$ cat src/rtl/lm_sm_sequencer_if.sv
// -----------------------------------------------------------------------------
// lm_sm_sequencer_if
//
// Bundles the control, memory and register-file signals of the load-multiple /
// store-multiple sequencer. Clock and Reset are kept outside the interface.
//
// Signal summary (direction as seen from the sequencer, i.e. the slave port):
//   Start        in   request to begin a sequence (sampled only in IDLE)
//   Mode         in   0 = LM (memory -> registers), 1 = SM (registers -> memory)
//   Mask         in   register-select mask, bit i selects Ri
//   Base         in   first memory address
//   Mem_Addr     out  current memory address
//   Mem_Read     out  LM read request
//   Mem_Write    out  SM write request
//   Mem_Data_Out out  SM write data
//   Mem_Data_In  in   LM read data, valid while Mem_Ready is high
//   Mem_Ready    in   memory completes the current request this cycle
//   Address_A    out  register-file read address (SM)
//   Data_A       in   register-file read data (combinational from Address_A)
//   Address_C    out  register-file write address (LM)
//   Data_C       out  register-file write data (LM)
//   Write        out  register-file write enable
//   Busy         out  high while a sequence is in progress (XFER, DONE)
//   Done         out  one-cycle completion pulse
//
// Modports:
//   master - control FSM / memory / register-file side
//   slave  - the sequencer itself
// -----------------------------------------------------------------------------
interface lm_sm_sequencer_if #(
  parameter int DATA_W = 16
);

  // Control side
  logic              Start;
  logic              Mode;
  logic [7:0]        Mask;
  logic [DATA_W-1:0] Base;
  logic              Busy;
  logic              Done;

  // Data-memory side
  logic [DATA_W-1:0] Mem_Addr;
  logic              Mem_Read;
  logic              Mem_Write;
  logic [DATA_W-1:0] Mem_Data_Out;
  logic [DATA_W-1:0] Mem_Data_In;
  logic              Mem_Ready;

  // Register-file side
  logic [2:0]        Address_A;
  logic [DATA_W-1:0] Data_A;
  logic [2:0]        Address_C;
  logic [DATA_W-1:0] Data_C;
  logic              Write;

  modport master (
    output Start,
    output Mode,
    output Mask,
    output Base,
    output Mem_Data_In,
    output Mem_Ready,
    output Data_A,
    input  Busy,
    input  Done,
    input  Mem_Addr,
    input  Mem_Read,
    input  Mem_Write,
    input  Mem_Data_Out,
    input  Address_A,
    input  Address_C,
    input  Data_C,
    input  Write
  );

  modport slave (
    input  Start,
    input  Mode,
    input  Mask,
    input  Base,
    input  Mem_Data_In,
    input  Mem_Ready,
    input  Data_A,
    output Busy,
    output Done,
    output Mem_Addr,
    output Mem_Read,
    output Mem_Write,
    output Mem_Data_Out,
    output Address_A,
    output Address_C,
    output Data_C,
    output Write
  );

endinterface

$ cat src/rtl/lm_sm_sequencer.sv
// -----------------------------------------------------------------------------
// lm_sm_sequencer
//
// Multi-cycle load-multiple / store-multiple sequencer for the IITB RISC
// datapath. On an accepted Start it latches an 8-bit register mask, a base
// address and the transfer direction, then walks the mask from R0 to R7,
// issuing one memory transfer per selected register at consecutive addresses.
//
//   LM (Mode=0): memory -> register file via Address_C / Data_C / Write.
//   SM (Mode=1): register file -> memory via Address_A / Data_A.
//
// A request is held on the memory bus until Mem_Ready completes it; each
// Mem_Ready=0 cycle simply stalls the sequence.
//
// Ports:
//   Clock  in  rising-edge clock
//   Reset  in  asynchronous, active-high reset; forces IDLE and all outputs 0
//   bus        lm_sm_sequencer_if.slave (control, memory, register-file signals)
//
// All outputs are combinational from the state registers and the memory /
// register-file inputs; there is no output pipeline register.
// -----------------------------------------------------------------------------
module lm_sm_sequencer #(
  parameter int DATA_W = 16
) (
  input  logic                  Clock,
  input  logic                  Reset,
  lm_sm_sequencer_if.slave      bus
);

  typedef enum logic [1:0] {
    IDLE = 2'd0,
    XFER = 2'd1,
    DONE = 2'd2
  } state_t;

  state_t            state_q, state_d;
  logic [7:0]        pend_q,  pend_d;   // registers still to transfer
  logic [DATA_W-1:0] addr_q,  addr_d;   // address of the current transfer
  logic              mode_q,  mode_d;   // latched direction, 1 = SM

  logic [2:0]        cur;               // register served this cycle
  logic [7:0]        cur_onehot;
  logic              last_xfer;         // cur is the only bit left in pend

  // Priority encoder: index of the lowest set bit (R0 has priority).
  // Scanning downwards lets the lowest set bit overwrite any higher one.
  function automatic logic [2:0] lowest_set(input logic [7:0] v);
    logic [2:0] idx;
    idx = 3'd0;
    for (int i = 7; i >= 0; i--) begin
      if (v[i]) begin
        idx = 3'(i);
      end
    end
    return idx;
  endfunction

  assign cur        = lowest_set(pend_q);
  assign cur_onehot = 8'b0000_0001 << cur;
  assign last_xfer  = ((pend_q & ~cur_onehot) == 8'h00);

  // State register
  always_ff @(posedge Clock or posedge Reset) begin
    if (Reset) begin
      state_q <= IDLE;
      pend_q  <= 8'h00;
      addr_q  <= '0;
      mode_q  <= 1'b0;
    end else begin
      state_q <= state_d;
      pend_q  <= pend_d;
      addr_q  <= addr_d;
      mode_q  <= mode_d;
    end
  end

  // Next-state and outputs
  always_comb begin
    state_d          = state_q;
    pend_d           = pend_q;
    addr_d           = addr_q;
    mode_d           = mode_q;

    bus.Busy         = 1'b0;
    bus.Done         = 1'b0;
    bus.Mem_Addr     = '0;
    bus.Mem_Read     = 1'b0;
    bus.Mem_Write    = 1'b0;
    bus.Mem_Data_Out = '0;
    bus.Address_A    = 3'd0;
    bus.Address_C    = 3'd0;
    bus.Data_C       = '0;
    bus.Write        = 1'b0;

    case (state_q)
      IDLE: begin
        if (bus.Start) begin
          pend_d = bus.Mask;
          addr_d = bus.Base;
          mode_d = bus.Mode;
          // An empty mask completes without touching memory or registers.
          state_d = (bus.Mask != 8'h00) ? XFER : DONE;
        end
      end

      XFER: begin
        bus.Busy     = 1'b1;
        bus.Mem_Addr = addr_q;
        if (mode_q) begin
          bus.Mem_Write    = 1'b1;
          bus.Address_A    = cur;
          bus.Mem_Data_Out = bus.Data_A;
        end else begin
          bus.Mem_Read  = 1'b1;
          bus.Address_C = cur;
          bus.Data_C    = bus.Mem_Data_In;
          // Register write only in the cycle the read data is valid.
          bus.Write     = bus.Mem_Ready;
        end
        if (bus.Mem_Ready) begin
          pend_d = pend_q & ~cur_onehot;
          // Address wraps naturally modulo 2^DATA_W.
          addr_d = addr_q + DATA_W'(1);
          if (last_xfer) begin
            state_d = DONE;
          end
        end
      end

      DONE: begin
        bus.Busy = 1'b1;
        bus.Done = 1'b1;
        state_d  = IDLE;
      end

      default: begin
        state_d = IDLE;
      end
    endcase
  end

endmodule

$ cat src/flat_wrapper.sv
// flat-port wrapper written by rule: the top's interface ports become plain ports
module lm_sm_sequencer_flat 
#(
  parameter int DATA_W = 16
)
  (Clock, Reset, bus_Start, bus_Mode, bus_Mask, bus_Base, bus_Mem_Data_In, bus_Mem_Ready, bus_Data_A, bus_Busy, bus_Done, bus_Mem_Addr, bus_Mem_Read, bus_Mem_Write, bus_Mem_Data_Out, bus_Address_A, bus_Address_C, bus_Data_C, bus_Write);
  lm_sm_sequencer_if #(.DATA_W(DATA_W)) bus_i ();
  input  logic Clock;
  input  logic Reset;
  input wire logic [$bits(bus_i.Start)-1:0] bus_Start;
  input wire logic [$bits(bus_i.Mode)-1:0] bus_Mode;
  input wire logic [$bits(bus_i.Mask)-1:0] bus_Mask;
  input wire logic [$bits(bus_i.Base)-1:0] bus_Base;
  input wire logic [$bits(bus_i.Mem_Data_In)-1:0] bus_Mem_Data_In;
  input wire logic [$bits(bus_i.Mem_Ready)-1:0] bus_Mem_Ready;
  input wire logic [$bits(bus_i.Data_A)-1:0] bus_Data_A;
  output wire logic [$bits(bus_i.Busy)-1:0] bus_Busy;
  output wire logic [$bits(bus_i.Done)-1:0] bus_Done;
  output wire logic [$bits(bus_i.Mem_Addr)-1:0] bus_Mem_Addr;
  output wire logic [$bits(bus_i.Mem_Read)-1:0] bus_Mem_Read;
  output wire logic [$bits(bus_i.Mem_Write)-1:0] bus_Mem_Write;
  output wire logic [$bits(bus_i.Mem_Data_Out)-1:0] bus_Mem_Data_Out;
  output wire logic [$bits(bus_i.Address_A)-1:0] bus_Address_A;
  output wire logic [$bits(bus_i.Address_C)-1:0] bus_Address_C;
  output wire logic [$bits(bus_i.Data_C)-1:0] bus_Data_C;
  output wire logic [$bits(bus_i.Write)-1:0] bus_Write;
  assign bus_i.Start = bus_Start;
  assign bus_i.Mode = bus_Mode;
  assign bus_i.Mask = bus_Mask;
  assign bus_i.Base = bus_Base;
  assign bus_i.Mem_Data_In = bus_Mem_Data_In;
  assign bus_i.Mem_Ready = bus_Mem_Ready;
  assign bus_i.Data_A = bus_Data_A;
  assign bus_Busy = bus_i.Busy;
  assign bus_Done = bus_i.Done;
  assign bus_Mem_Addr = bus_i.Mem_Addr;
  assign bus_Mem_Read = bus_i.Mem_Read;
  assign bus_Mem_Write = bus_i.Mem_Write;
  assign bus_Mem_Data_Out = bus_i.Mem_Data_Out;
  assign bus_Address_A = bus_i.Address_A;
  assign bus_Address_C = bus_i.Address_C;
  assign bus_Data_C = bus_i.Data_C;
  assign bus_Write = bus_i.Write;
  lm_sm_sequencer #(.DATA_W(DATA_W)) u_core (.Clock(Clock), .Reset(Reset), .bus(bus_i));
endmodule
$ cat config.mk
export PLATFORM = sky130hd
export DESIGN_NAME = lm_sm_sequencer_flat
export DESIGN_NICKNAME = d
export VERILOG_FILES = /design/src/rtl/lm_sm_sequencer_if.sv /design/src/rtl/lm_sm_sequencer.sv /design/src/flat_wrapper.sv
export SDC_FILE = /design/constraint.sdc
export NUM_CORES = 1
export LEC_CHECK = 0
export CELL_PAD_IN_SITES_DETAIL_PLACEMENT = 0
export CELL_PAD_IN_SITES_GLOBAL_PLACEMENT = 1
export CORE_MARGIN = 2
export CORE_UTILIZATION = 29
export DETAILED_ROUTE_END_ITERATION = 6
export GPL_TIMING_DRIVEN = 0
export MAX_ROUTING_LAYER = met4
export PLACE_DENSITY_LB_ADDON = 0.08
export SYNTH_ARGS = -nofsm -noshare
export SYNTH_HDL_FRONTEND = slang
export SYNTH_SLANG_ARGS = --single-unit
$ cat constraint.sdc
create_clock -name Clock -period 5.1 [get_ports Clock]
set_clock_uncertainty 0.1 [all_clocks]
set_input_delay 1.02 -clock Clock [delete_from_list [all_inputs] [get_ports Clock]]
set_output_delay 1.02 -clock Clock [all_outputs]
set_load 0.01 [all_outputs]
# Yosys cells after proc, flatten, opt, wreduce, memory -nomap -nowiden
# Cells that the tools add are included.
# W data, S select, Z words.
# op_classes
add_sub_neg	1
n_eq_ne	5
shifts	1
n_mux	36
bitwise	2
n_reduce_logical	8
# ops
cell	n
$mux W16	7
$mux W3	12
$pmux W16 S2	1
$add A16 B1 Y16 const B	1
$mux W8	2
$pmux W8 S2	1
$and A8 B8 Y8	1
$logic_not A8 Y1	1
$mux W1	8
$mux W2	4
$not A8 Y8	1
$reduce_bool A8 Y1	1
$shl A1 B3 Y8 const A	1
$reduce_and A3 Y1	2
$ne A2 B2 Y1 const B	2
$pmux W2 S2	1
$eq A2 B1 Y1 const B	1
$eq A2 B2 Y1 const B	1
$logic_not A2 Y1	1
$ne A2 B1 Y1 const B	1
$reduce_and A2 Y1	1
$reduce_bool A2 Y1	1
$reduce_or A2 Y1	1
# totals
regBits	27
input_bits	61
out_inout_bits	59
elab_cells	57

# Longest topological paths before layout
# Gate-level depths: netlist of the first run.
# depth
ltp_word	15
mapped_depth	9
ltp_nobuf	6

# Worst setup path before layout of the first run
# OpenSTA, ideal clock, no wires.
# synth_timing
path_type	register to output
start	register u_core.state_q[1]
end	output port bus_Address_A[0]
arrival_time_ps	1712
required_ps	3980
setup_slack_ps	2268
path_stages_with_launch	7
cell_sequence	dfrtp_1 inv_1 ha_1 clkbuf_1 buf_1 nand2_1 a211oi_1
# synth_via
elab_chain_len	2
# synth_lines
element	line	text
start, declared	lm_sm_sequencer.sv:37	state_t state_q, state_d;
start signal, assigned	lm_sm_sequencer.sv:71	state_q <= state_d;
$eq A2 B1 Y1	lm_sm_sequencer.sv:96	case (state_q)
$mux W3	lm_sm_sequencer.sv:96	
end, declared	flat_wrapper.sv:23	output wire logic [$bits(bus_i.Address_A)-1:0] bus_Address_A;
# No other way between the ends.

# Worst setup path in the final report of the first run
# layout_timing
start	register u_core.state_q[1]
end	output port bus_Mem_Data_Out[2]
# layout_via
elab_chain_len	2
# layout_lines
element	line	text
$eq A2 B1 Y1	lm_sm_sequencer.sv:96	
$mux W16	lm_sm_sequencer.sv:96	
end, declared	flat_wrapper.sv:22	output wire logic [$bits(bus_i.Mem_Data_Out)-1:0] bus_Mem_Data_Out;
# No other way between the ends.

==> results of run 1 <==
## logic make-up after synthesis
logic type | synth area share
muxes | 0.0486
and+or+nand+nor | 0.325
AOI/OAI and AO/OA | 0.212
DFF | 0.313
buffers and inverters | 0.0747
adders and majority gates | 0.0278
## per-layer routing
metal  up-vias  wire length, um  track usage
li1       1246                -            -
met1      1188             3650        0.263
met2       121             3440        0.311
met3         5              588       0.0359
met4         0               54       0.0372
met5         -                0            -
## cells in the final DEF (no fill, tap or decap), types with 2 or more instances in the layout
cell type | netlist | final
clkdlybuf4s50_1 | 0 | 119
mux2_2 | 4 | 4
clkbuf_1 | 17 | 18
a22o_1 | 6 | 6
o311a_1 | 2 | 2
a211oi_1 | 3 | 3
o21a_1 | 3 | 3
a21oi_1 | 17 | 17
nand4_1 | 9 | 9
ha_1 | 4 | 4
and2_1 | 29 | 29
nor2_1 | 17 | 17
nor3_1 | 7 | 7
nand2_1 | 11 | 11
buf_1 | 3 | 3
o22a_1 | 3 | 3
dfrtp_1 | 27 | 27
nor4_1 | 7 | 7
clkbuf_8 | 0 | 3
a21boi_0 | 2 | 2
inv_1 | 16 | 16
and3_1 | 21 | 21
nand3_1 | 12 | 12
o22ai_1 | 4 | 4
o21ai_0 | 15 | 15
buf_2 | 3 | 3
or4_1 | 2 | 2
nand2b_1 | 5 | 5
mux2i_1 | 6 | 6
## flip-flops by register name, summed over array words and instances (netlist names)
signal,count
u_core.addr_q,16
u_core.state_q,2
u_core.pend_q,8
u_core.mode_q,1
## report_power, final
group | switching [mW] | internal (mW) | total (mW)
Clock | 0.0738 | 0.0562 | 0.130
Combinational | 0.725 | 0.649 | 1.37
Sequential | 0.105 | 0.315 | 0.420
Total | 0.903 | 1.02 | 1.92
## final timing paths
path | from | end | slack (ns) | cells after the start
min | u_core.state_q[0]$_DFFE_PP0P_ | u_core.state_q[0]$_DFFE_PP0P_ | 0.46 | 1
min reg2reg | u_core.state_q[0]$_DFFE_PP0P_ | u_core.state_q[0]$_DFFE_PP0P_ | 0.46 | 1
max reg2reg | u_core.state_q[1]$_DFFE_PP0P_ | u_core.addr_q[6]$_DFFE_PP0P_ | 2.65 | 7
max in group asynchronous | Reset | u_core.addr_q[3]$_DFFE_PP0P_ | 2.99 | 2
max | u_core.state_q[1]$_DFFE_PP0P_ | bus_Mem_Data_Out[2] | 0.97 | 7
min in group asynchronous | Reset | u_core.pend_q[7]$_DFFE_PP0P_ | 1.23 | 2
## metrics by stage
stage | area [sq um] | setup slack [ns] | instances | utilization | hold WS, ns
final | 3520 | 0.970 | 496 | 0.486 | 0.460
after global routing | 3520 | 0.692 | 496 | 0.486 | 0.494
after CTS | 3520 | 0.886 | 496 | 0.486 | 0.462
after detailed placement | 3480 | 1.22 | 492 | 0.479 | 0.433
after global placement | 3480 | 1.26 | 492 | 0.479 | 0.430
after floorplan | 2160 | 2.27 | 274 | - | 0.404
## final cells by class
cell class / count / area, sq um / area share
Sequential cell: 27 / 676 / 0.192
Inverter: 16 / 60.1 / 0.0171
Clock buffer: 4 / 45.0 / 0.0128
Timing Repair Buffer: 119 / 1190 / 0.338
Tap cell: 99 / 124 / 0.0352
Buffer: 24 / 101 / 0.0288
Multi-Input combinational cell: 207 / 1330 / 0.376
==> results.toml, run 1 <==
[hold_path]
worstHoldPathType = "flip-flop to flip-flop"

[sta]
setup_viol = 0
report.final.slew_viol_count = 0
max_slew.worst_pin.slew_ns = 1.14
final.setup.tns_ns = 0
rsz0062_at_grt = "no"
finalHoldViolCount = 0
clock.fmax_ghz = 0.242
period_minus_slack_ns = 4.13
relSlewSlack = 0.236
finalCritPeriodShare = 0.810

[yosys]
syn_inst = 274
yosys.area.top_type_share = 0.313
ys_top_cells_by_area = "dfrtp_1, and2_1, and3_1"
yosysWarnings = 0
synth-main-ff-cell = "dfrtp_1"
synthTopCellsByCount = "and2_1, dfrtp_1, and3_1"
netlist_area_sq_mm = 0.00216
synth.distinct_cells = 46
yosys.cell_count.top_type = "and2_1"
avgSynthCellArea_sq_um = 7.89
synth_edf_count = 0
synthesis.nets = 339
ys_seq_elements = 27
ys_seq_area_frac = 0.313
synth_top_area_cell = "dfrtp_1"
async_reset_ff_frac = 1.00

[final_layout]
num_antenna_cells = 0
area_growth_pct = 62.9
fillers = 742
fin_nets = 463
layout-drive-gt1-share = 0.0378

[placed_design]
port_buffers = 119
dp_hpwl_mm = 5.97
place.gp.congestion = 0.834

[global_route]
grt_overflow = 0
grt_pass1_vias = 2528
grt_usage = 0.195
antenna_found_initial = 0
grt_start_max_net_pins = 28
grt_pass1_wl_mm = 12.8

[detailed_routing]
drc = 0
avgRoutedWirePerCell_um = 15.6
via_per_inst = 5.16
vias = 2560
ant_nets = 0
drt_pre_antenna_iters = 4
wirelength_mm = 7.74
drtIter0Drc = 114

[worst_setup_path]
crit_top_cell = "clkbuf_1"
slowest_delay_ns = 0.53
critical_path_required_ns = 3.98
crit_path_start_kind = "flip-flop"
critPathCaptureType = "output pin"
cp_max_fo = 10
cp_num_buf_inv = 5
path_class = "flip-flop to output pin"
cp_slowest_cell = "clkdlybuf4s50_1"
crit_arrival_ns = 3.01
cp_cell_sequence = "inv_1 -> ha_1 -> clkbuf_1 -> clkbuf_1 -> clkbuf_1 -> and3_1 -> clkdlybuf4s50_1"
cp_top_family = "buffers and inverters"

[die]
die_area_sq_mm = 0.00816
rows = 31
core_area_sq_mm = 0.00725
die_height_um = 90.3
start_util = 0.298
die-width_um = 90.3
ios = 120

[job]
cap_viol_max_count = 0

[power_and_ir_drop]
p_leak_nw = 1.46
power_mw = 1.92
vdd_drop_max_mv = 0.246
power_density_mw_per_mm2 = 546

[cts]
cts_sinks = 27
cts_setup_buffers = 0
path_clk_slew_ns = 0.10
cts_tree = "done"
clockRootBuffer = "clkbuf_8"
ctsHoldBuffers = 0
post_cts_resized = 0
htreeDepth = 1
cts_buffers = 3
max-clock-path-buffers = 2
clock_latency_ns = 0.28

[run_status]
run_status = "finished clean"
Power figures use the tool's default switching activity.
==> run 2, diff against run 1 <==
Settings changed: CORE_UTILIZATION 29 to 27.
Clock period 5.1 ns to 4.2 ns, I/O delays scaled along.
==> results.toml, run 2 (synthesized netlist as in run 1, its figures left out) <==
[worst_setup_path]
cp_cell_sequence = "inv_1 -> ha_1 -> clkbuf_1 -> buf_1 -> nand2_1 -> a211oi_1 -> clkdlybuf4s50_1"
critical_path_required_ns = 3.26
path_class = "flip-flop to output pin"
crit_path_start_kind = "flip-flop"
crit_arrival_ns = 2.99
slowest_delay_ns = 0.58
cp_max_fo = 10
reg2reg_depth = 7
cp_slowest_cell = "clkdlybuf4s50_1"
critPathCaptureType = "output pin"

[final_layout]
layout_common_cells = "clkdlybuf4s50_1, and2_1, dfrtp_1"
final_common_cell = "clkdlybuf4s50_1"
fin_area_sq_mm = 0.00353
area_growth_pct = 63.1
top_regs = "u_core.addr_q x16, u_core.pend_q x8, u_core.state_q x2"
final_util = 0.456
regMostFlops = "u_core.addr_q"
layout-drive-gt1-share = 0.0403
fin_nets = 463
num_antenna_cells = 0
final_cell_count_no_fill = 499
largest_reg_flops = 16

[detailed_routing]
wirelength_mm = 7.68
ant_nets = 0
vias = 2564
drt_pre_antenna_iters = 4
drc = 0
avgRoutedWirePerCell_um = 15.4
via_per_inst = 5.14
drtIter0Drc = 114

[global_route]
met1_usage = 0.230
grt_pass1_vias = 2443
grt_usage = 0.176
busiest_layer = "met2"
gr-usage-met3 = 0.0282
grt_overflow = 0
grt_pass1_wl_mm = 12.1
antenna_found_initial = 0
grt_start_max_net_pins = 28
gr-usage-met2 = 0.279

[placed_design]
port_buffers = 119
dp_hpwl_mm = 5.95
placed_cell_area_sq_mm = 0.00348
dp.cells = 495
pre_cts_ws_ns = 0.451
place.gp.congestion = 0.803

[die]
die-width_um = 93.5
start_util = 0.280
die_area_sq_mm = 0.00874
rows = 32
ios = 120
core_area_sq_mm = 0.00773
die_height_um = 93.5

[cts]
htreeDepth = 1
cts_sinks = 27
clockRootBuffer = "clkbuf_8"
cts_buffers = 3
path_clk_slew_ns = 0.10
clock_latency_ns = 0.28
max-clock-path-buffers = 2
ctsHoldBuffers = 0
cts_tree = "done"

[sta]
setup_viol = 0
report.final.slew_viol_count = 0
worst_hold_slack_ns = 0.462
final.setup.tns_ns = 0
max_slew.worst_pin.slew_ns = 1.13
period_minus_slack_ns = 3.93
finalCritPeriodShare = 0.937
clock.fmax_ghz = 0.254
relSlewSlack = 0.248
rsz0062_at_grt = "no"
worst_slack_ns = 0.266
finalHoldViolCount = 0

[power_and_ir_drop]
power_mw = 2.33
vdd_drop_max_mv = 0.222
p_leak_nw = 1.46
power_density_mw_per_mm2 = 661

[job]
cap_viol_max_count = 0

[run_status]
run_status = "finished clean"

[hold_path]
holdPathStages = 2
worstHoldPathType = "flip-flop to flip-flop"
run 2: worst max-delay path: cells and delay by family, from the launching register on:
kind            cells  cell delay, ns
buf+inv             4            1.52
flops               1            0.40
compound gates      1            0.28
simple gates        1            0.23
fa+ha+maj           1            0.28
run 2: path summary, 6_finish.rpt:
check	from	end	slack, ns
worst max-delay path	u_core.state_q[1]$_DFFE_PP0P_	bus_Address_A[0]	0.27
worst min-delay path	u_core.addr_q[15]$_DFFE_PP0P_	u_core.addr_q[15]$_DFFE_PP0P_	0.46
worst max register to register	u_core.state_q[1]$_DFFE_PP0P_	u_core.pend_q[1]$_DFFE_PP0P_	1.81
worst min register to register	u_core.addr_q[15]$_DFFE_PP0P_	u_core.addr_q[15]$_DFFE_PP0P_	0.46
max in group asynchronous	Reset	u_core.addr_q[15]$_DFFE_PP0P_	2.28
min in group asynchronous	Reset	u_core.addr_q[1]$_DFFE_PP0P_	1.05
run 2: cell type report:
cell class	instances	area, sq um
tap	102	128
clock buffer	4	45.0
multi-input combinational	207	1330
buffer	24	103
timing repair buffer	119	1190
fill	791	4200
sequential	27	676
inverter	16	60.1
run 2: repair_timing:
item                                    CTS  global route
hold endpoints to repair                  0             0
gates resized for setup                   0             2
buffers inserted                          0             0
endpoints found under the setup margin    0             6
run 2: per-layer routing:
metal	wire [um]	share of wire
met4	133	0.017
met5	0	0
met3	622	0.081
met2	3400	0.44
met1	3530	0.46
run 2: power breakdown:
part           internal [mW]  switching, mW  total [mW]  leakage (nW)
Clock                 0.0683         0.0922       0.160        0.0228
Combinational          0.790          0.870        1.66          1.12
Sequential             0.383          0.127       0.510         0.321
Total                   1.24           1.09        2.33          1.46
==> edit 1 (settings of run 2) <==
The 3 states of `state_t` get a one-hot encoding in 3 bits.
--- a/src/rtl/lm_sm_sequencer.sv
+++ b/src/rtl/lm_sm_sequencer.sv
@@ -30,6 +30,6 @@
 
-  typedef enum logic [1:0] {
-    IDLE = 2'd0,
-    XFER = 2'd1,
-    DONE = 2'd2
+  typedef enum logic [2:0] {
+    IDLE = 3'b001,
+    XFER = 3'b010,
+    DONE = 3'b100
   } state_t;
Behaviour: same outputs for any inputs over 10 cycles, from zero or initial values and one cycle with Reset high; not proved beyond that.
==> edit 1 against run 2 <==
- clock power up 2%
- sequential cell count up 1
- final area down 4.6%
- sequential share of layout area up 1.7 points
- synthesized area down 7.3%
- worst setup slack better by 0.23 ns
- first-iteration DRC count down 14%
- non-clock buffer count down 7
- critical path type unchanged
- routed wire length down 3.6%
- fmax up 6.3%
- total power down 28%
==> edit 1: results (changes against run 2) <==
Outcome: completed (unchanged)
Post-Route WL: 7.40 mm (was 7.68 mm)
Yosys cell types: 45 (was 46)
Global-route wire length before repair: 12.5 mm (was 12.1 mm)
HPWL Detailed: 5.68 mm (was 5.95 mm)
Global-route usage over all layers: 0.192 (was 0.176)
Leakage: 0.00138 uW (was 0.00146 uW)
Sequential area share after synthesis: 0.350 (was 0.313)
Synth Warn #: 0 (unchanged)
Worst EP arrival: 2.76 ns (was 2.99 ns)
HP Class: reg -> reg (unchanged)
Biggest regs: u_core.addr_q (16), u_core.pend_q (8), u_core.state_q (3) (was u_core.addr_q (16), u_core.pend_q (8), u_core.state_q (2))
Clock buffer depth: 2 (unchanged)
Final GP Congestion: 0.743 (was 0.803)
Port Buf Inserts: 119 (unchanged)
Final net count: 445 (was 463)
Clock transition at the registers of the reported paths: 0.10 ns (about the same)
Share of cells above drive strength 1: 0.0366 (was 0.0403)
Ys async rst share: 1.00 (unchanged)
Largest net degree at the start of global routing: 29 (was 28)
Hold Slack: 0.483 ns (was 0.462 ns)
Setup Buffers After CTS: 0 (unchanged)
Post-synth top cells: dfrtp_1, a21oi_1, and2_1 (was and2_1, dfrtp_1, and3_1)
DR vias/cell: 4.91 (was 5.14)
Vias in the first global route: 2359 (was 2443)
Worst vdd ir: 0.242 mV (was 0.222 mV)
Worst slew pin tran: 1.17 ns (was 1.13 ns)
Post-synth top flop: dfrtp_1 (unchanged)
Critical Path Max Stage Delay: 0.54 ns (was 0.58 ns)
Syn nets: 321 (was 339)
Total gr overflow: 0 (unchanged)
TritonRoute pass-1 iters: 4 (unchanged)
Synth top area cells: dfrtp_1, and2_1, a21oi_1 (was dfrtp_1, and2_1, and3_1)
Max-slew violations: 0 (unchanged)
1st-iter DRT viols: 98 (was 114)
Fillers: 764 (was 791)
Reg2reg setup slack: 1.97 ns (was 1.81 ns)
Initial antenna violation count: 0 (unchanged)
Period minus WS final: 3.70 ns (was 3.93 ns)
Crit path max-delay family: buffers and inverters (unchanged)
Setup Slack @ Placement: 0.841 ns (was 0.451 ns)
[edit 1: cell types whose count changed after synthesis, moves of 4 or more]
cell	before	now
mux2i_1	6	0
nand4_1	9	5
nand2_1	11	20
and3_1	21	17
o22ai_1	4	8
nand3_1	12	6
nor2_1	17	21
a21oi_1	17	25
and2_1	29	25
[edit 1: final cells by class]
class                      count  area (sq um)  share of cell area
inverter                      14          52.6              0.0156
clock buffer                   4          45.0              0.0134
multi-input combinational    200          1180               0.352
tap                           99           124              0.0368
sequential                    28           702               0.209
buffer                        17          65.1              0.0193
timing repair buffer         119          1190               0.354
[edit 1: metal layers]
layer | track usage | vias to the layer above | wire (microns)
li1 | - | 1178 | -
met1 | 0.251 | 1098 | 3530
met2 | 0.314 | 83 | 3360
met3 | 0.0293 | 5 | 445
met4 | 0.0449 | 0 | 70
met5 | - | - | 0
[edit 1: worst register-to-register path, cell delays in order (launching register included)]
cell and delay [ns]:
dfstp_2 0.57, nand3b_1 0.10, a21oi_1 0.47, clkbuf_1 0.48, o21ai_0 0.18, a22o_2 0.23
[edit 1: metrics by stage]
| stage | instances | total power, uW | util | area [sq um] |
|---|---|---|---|---|
| 2_1_floorplan | 259 | 1120 | - | 2000 |
| 3_3_place_gp | 477 | 1510 | 0.460 | 3320 |
| 3_5_place_dp | 477 | 1520 | 0.460 | 3320 |
| 4_1_cts | 481 | 1680 | 0.466 | 3360 |
| 5_1_grt | 481 | 1830 | 0.466 | 3360 |
| 6_report | 481 | 1670 | 0.466 | 3360 |
[edit 1: kinds of logic after synthesis]
family,Yosys count,synth area share
buf+inv,31,0.0587
simple gates,122,0.330
fa+ha+maj,2,0.0112
flops,28,0.350
compound gates,75,0.244
mux,1,0.00562
[edit 1: final timing paths]
| check | from | to | cells past startpoint |
|---|---|---|---|
| min | u_core.mode_q | u_core.mode_q | 1 |
| max | u_core.state_q[0] | bus_Mem_Data_Out[5] | 6 |
| min reg2reg | u_core.mode_q | u_core.mode_q | 1 |
| min in group asynchronous | Reset | u_core.pend_q[4] | 2 |
| max reg2reg | u_core.state_q[0] | u_core.pend_q[3] | 5 |
| max in group asynchronous | Reset | u_core.addr_q[2] | 2 |
[edit 1: where the power goes]
group / total (uW) / leakage [uW] / internal, uW / switching, uW
clock: 164 / 0.0000228 / 68.5 / 95.8
sequential: 559 / 0.000330 / 399 / 160
combinational: 952 / 0.00103 / 455 / 496
==> edit 2 (flow settings as in run 2) <==
Made on the original files. `DATA_W` is set to 16 in 3 places; all go to 32.
--- a/src/rtl/lm_sm_sequencer_if.sv
+++ b/src/rtl/lm_sm_sequencer_if.sv
@@ -30,3 +30,3 @@
 interface lm_sm_sequencer_if #(
-  parameter int DATA_W = 16
+  parameter int DATA_W = 32
 );
--- a/src/rtl/lm_sm_sequencer.sv
+++ b/src/rtl/lm_sm_sequencer.sv
@@ -23,3 +23,3 @@
 module lm_sm_sequencer #(
-  parameter int DATA_W = 16
+  parameter int DATA_W = 32
 ) (
--- a/src/flat_wrapper.sv
+++ b/src/flat_wrapper.sv
@@ -3,3 +3,3 @@
 #(
-  parameter int DATA_W = 16
+  parameter int DATA_W = 32
 )
Interface: changed (6 resized); port bits go from 120 to 216. No check against the original RTL was run, so the function may have changed too.
==> edit 2 against run 2 <==
- synthesized area grew 60%
- final area up 70%
- sequential share of layout area is 1.3 points lower
- critical path depth grew 1
- sequential cell count increased by 16
- worst setup slack better by 0.034 ns
- routed wire length up 94%
- total power up 71%
- first-iteration DRC count grew 90%
- count of clock-buffer cells in the layout grew 3
- register-to-register slack got worse by 0.58 ns
- highest routed layer unchanged
==> edit 2: results (changes against run 2) <==
Outcome: completed (unchanged)
Setup Buffers After CTS: 0 (unchanged)
Post-synth top cells: and2_1, nand2_1, dfrtp_1 (was and2_1, dfrtp_1, and3_1)
RR Endpoint: u_core.addr_q[5] (was u_core.pend_q[1])
Syn nets: 574 (was 339)
H-Tree Depth: 2 (was 1)
Synth top area cells: dfrtp_1, and2_1, and3_1 (unchanged)
Reg2reg setup slack: 1.23 ns (was 1.81 ns)
WL per Instance: 17.4 microns (was 15.4 microns)
Global-route usage over all layers: 0.211 (was 0.176)
Clock buffer count from CTS: 5 (was 3)
Vias in the first global route: 3985 (was 2443)
DR vias/cell: 5.03 (was 5.14)
Worst vdd ir: 0.277 mV (was 0.222 mV)
Biggest regs: u_core.addr_q (32), u_core.pend_q (8), u_core.state_q (2) (was u_core.addr_q (16), u_core.pend_q (8), u_core.state_q (2))
Largest net degree at the start of global routing: 36 (was 28)
Share of cells above drive strength 1: 0.0322 (was 0.0403)
Port Buf Inserts: 215 (was 119)
Sequential area share after synthesis: 0.311 (was 0.313)
Final GP Congestion: 0.870 (was 0.803)
Critical Path End: bus_Address_A[2] (was bus_Address_A[0])
Root Buffer: clkbuf_16 (was clkbuf_8)
Global-route wire length before repair: 21.9 mm (was 12.1 mm)
Clock buffer depth: 2 (unchanged)
M2 GR Usage: 0.358 (was 0.279)
Min-delay src: u_core.state_q[1] (was u_core.addr_q[15])
Yosys cell types: 50 (was 46)
TritonRoute pass-1 iters: 5 (was 4)
Clock transition at the registers of the reported paths: 0.06 ns (was 0.10 ns)
1st-iter DRT viols: 217 (was 114)
Met3 track utilization from global routing: 0.0299 (was 0.0282)
Leakage: 0.00242 uW (was 0.00146 uW)
HPWL Detailed: 11.5 mm (was 5.95 mm)
Worst EP arrival: 2.96 ns (was 2.99 ns)
Final net count: 796 (was 463)
Synth Warn #: 0 (unchanged)
Met1 Resource Use GR: 0.270 (was 0.230)
Worst slew pin tran: 0.788 ns (was 1.13 ns)
edit 2: through the flow:
step,cell area [sq um],setup WS (ns),hold WS (ns),instances
after CTS,6020,0.119,0.449,857
after global placement,5830,-0.127,0.410,848
after floorplan,3460,1.37,0.379,461
after detailed placement,5850,-0.152,0.429,849
after global routing,6010,0.0592,0.471,856
final,6010,0.300,0.447,856
edit 2: layer usage:
| metal | share of wire | vias up |
|---|---|---|
| met5 | 0 | - |
| met4 | 0.0094 | 0 |
| met3 | 0.076 | 13 |
| met2 | 0.49 | 190 |
| met1 | 0.43 | 2002 |
| li1 | - | 2098 |
edit 2: worst min path at each step:
stage	endpoint	cells after the start
global route	u_core.addr_q[26]	2
floorplan	u_core.addr_q[31]	2
finish	u_core.state_q[1]	1
CTS	u_core.addr_q[26]	2
detailed placement	u_core.addr_q[26]	2
global placement	u_core.addr_q[31]	2
edit 2: repair_timing:
item / in CTS / in global routing
gates resized for setup: 3 / 0
hold buffers: 0 / 0
endpoints found under the setup margin: 30 / 9
edit 2: kinds of logic (layout without fill, tap and decap cells):
kind of cell | after synthesis | count (layout) | share of synthesized area
flip-flops | 43 | 43 | 0.311
AO/OA/AOI/OAI | 105 | 105 | 0.191
adder cells (fa/ha/maj) | 4 | 4 | 0.0144
buffers and inverters | 54 | 277 | 0.0599
AND/OR/NAND/NOR | 241 | 241 | 0.383
multiplexers | 14 | 14 | 0.0408
edit 2: area by class of cell:
| type | instances | area, sq um |
|---|---|---|
| Fill cell | 1309 | 6560 |
| Multi-Input combinational cell | 364 | 2180 |
| Timing Repair Buffer | 216 | 2170 |
| Sequential cell | 43 | 1080 |
| Tap cell | 172 | 215 |
| Clock buffer | 7 | 153 |
| Buffer | 36 | 144 |
| Inverter | 17 | 63.8 |
| Clock inverter | 1 | 7.51 |
edit 2: critical path: stages, from the launching register on:
cell and delay, ns:
dfrtp_1 0.40, inv_1 0.09, ha_1 0.37, clkbuf_2 0.30
clkbuf_2 0.33, clkbuf_2 0.34, nand2_1 0.16, nor2_1 0.13
clkdlybuf4s50_1 0.56
edit 2: power by group:
group          switching [uW]  internal, uW  total (uW)
combinational            1440          1240        2680
clock                     172           253         426
sequential                256           630         886
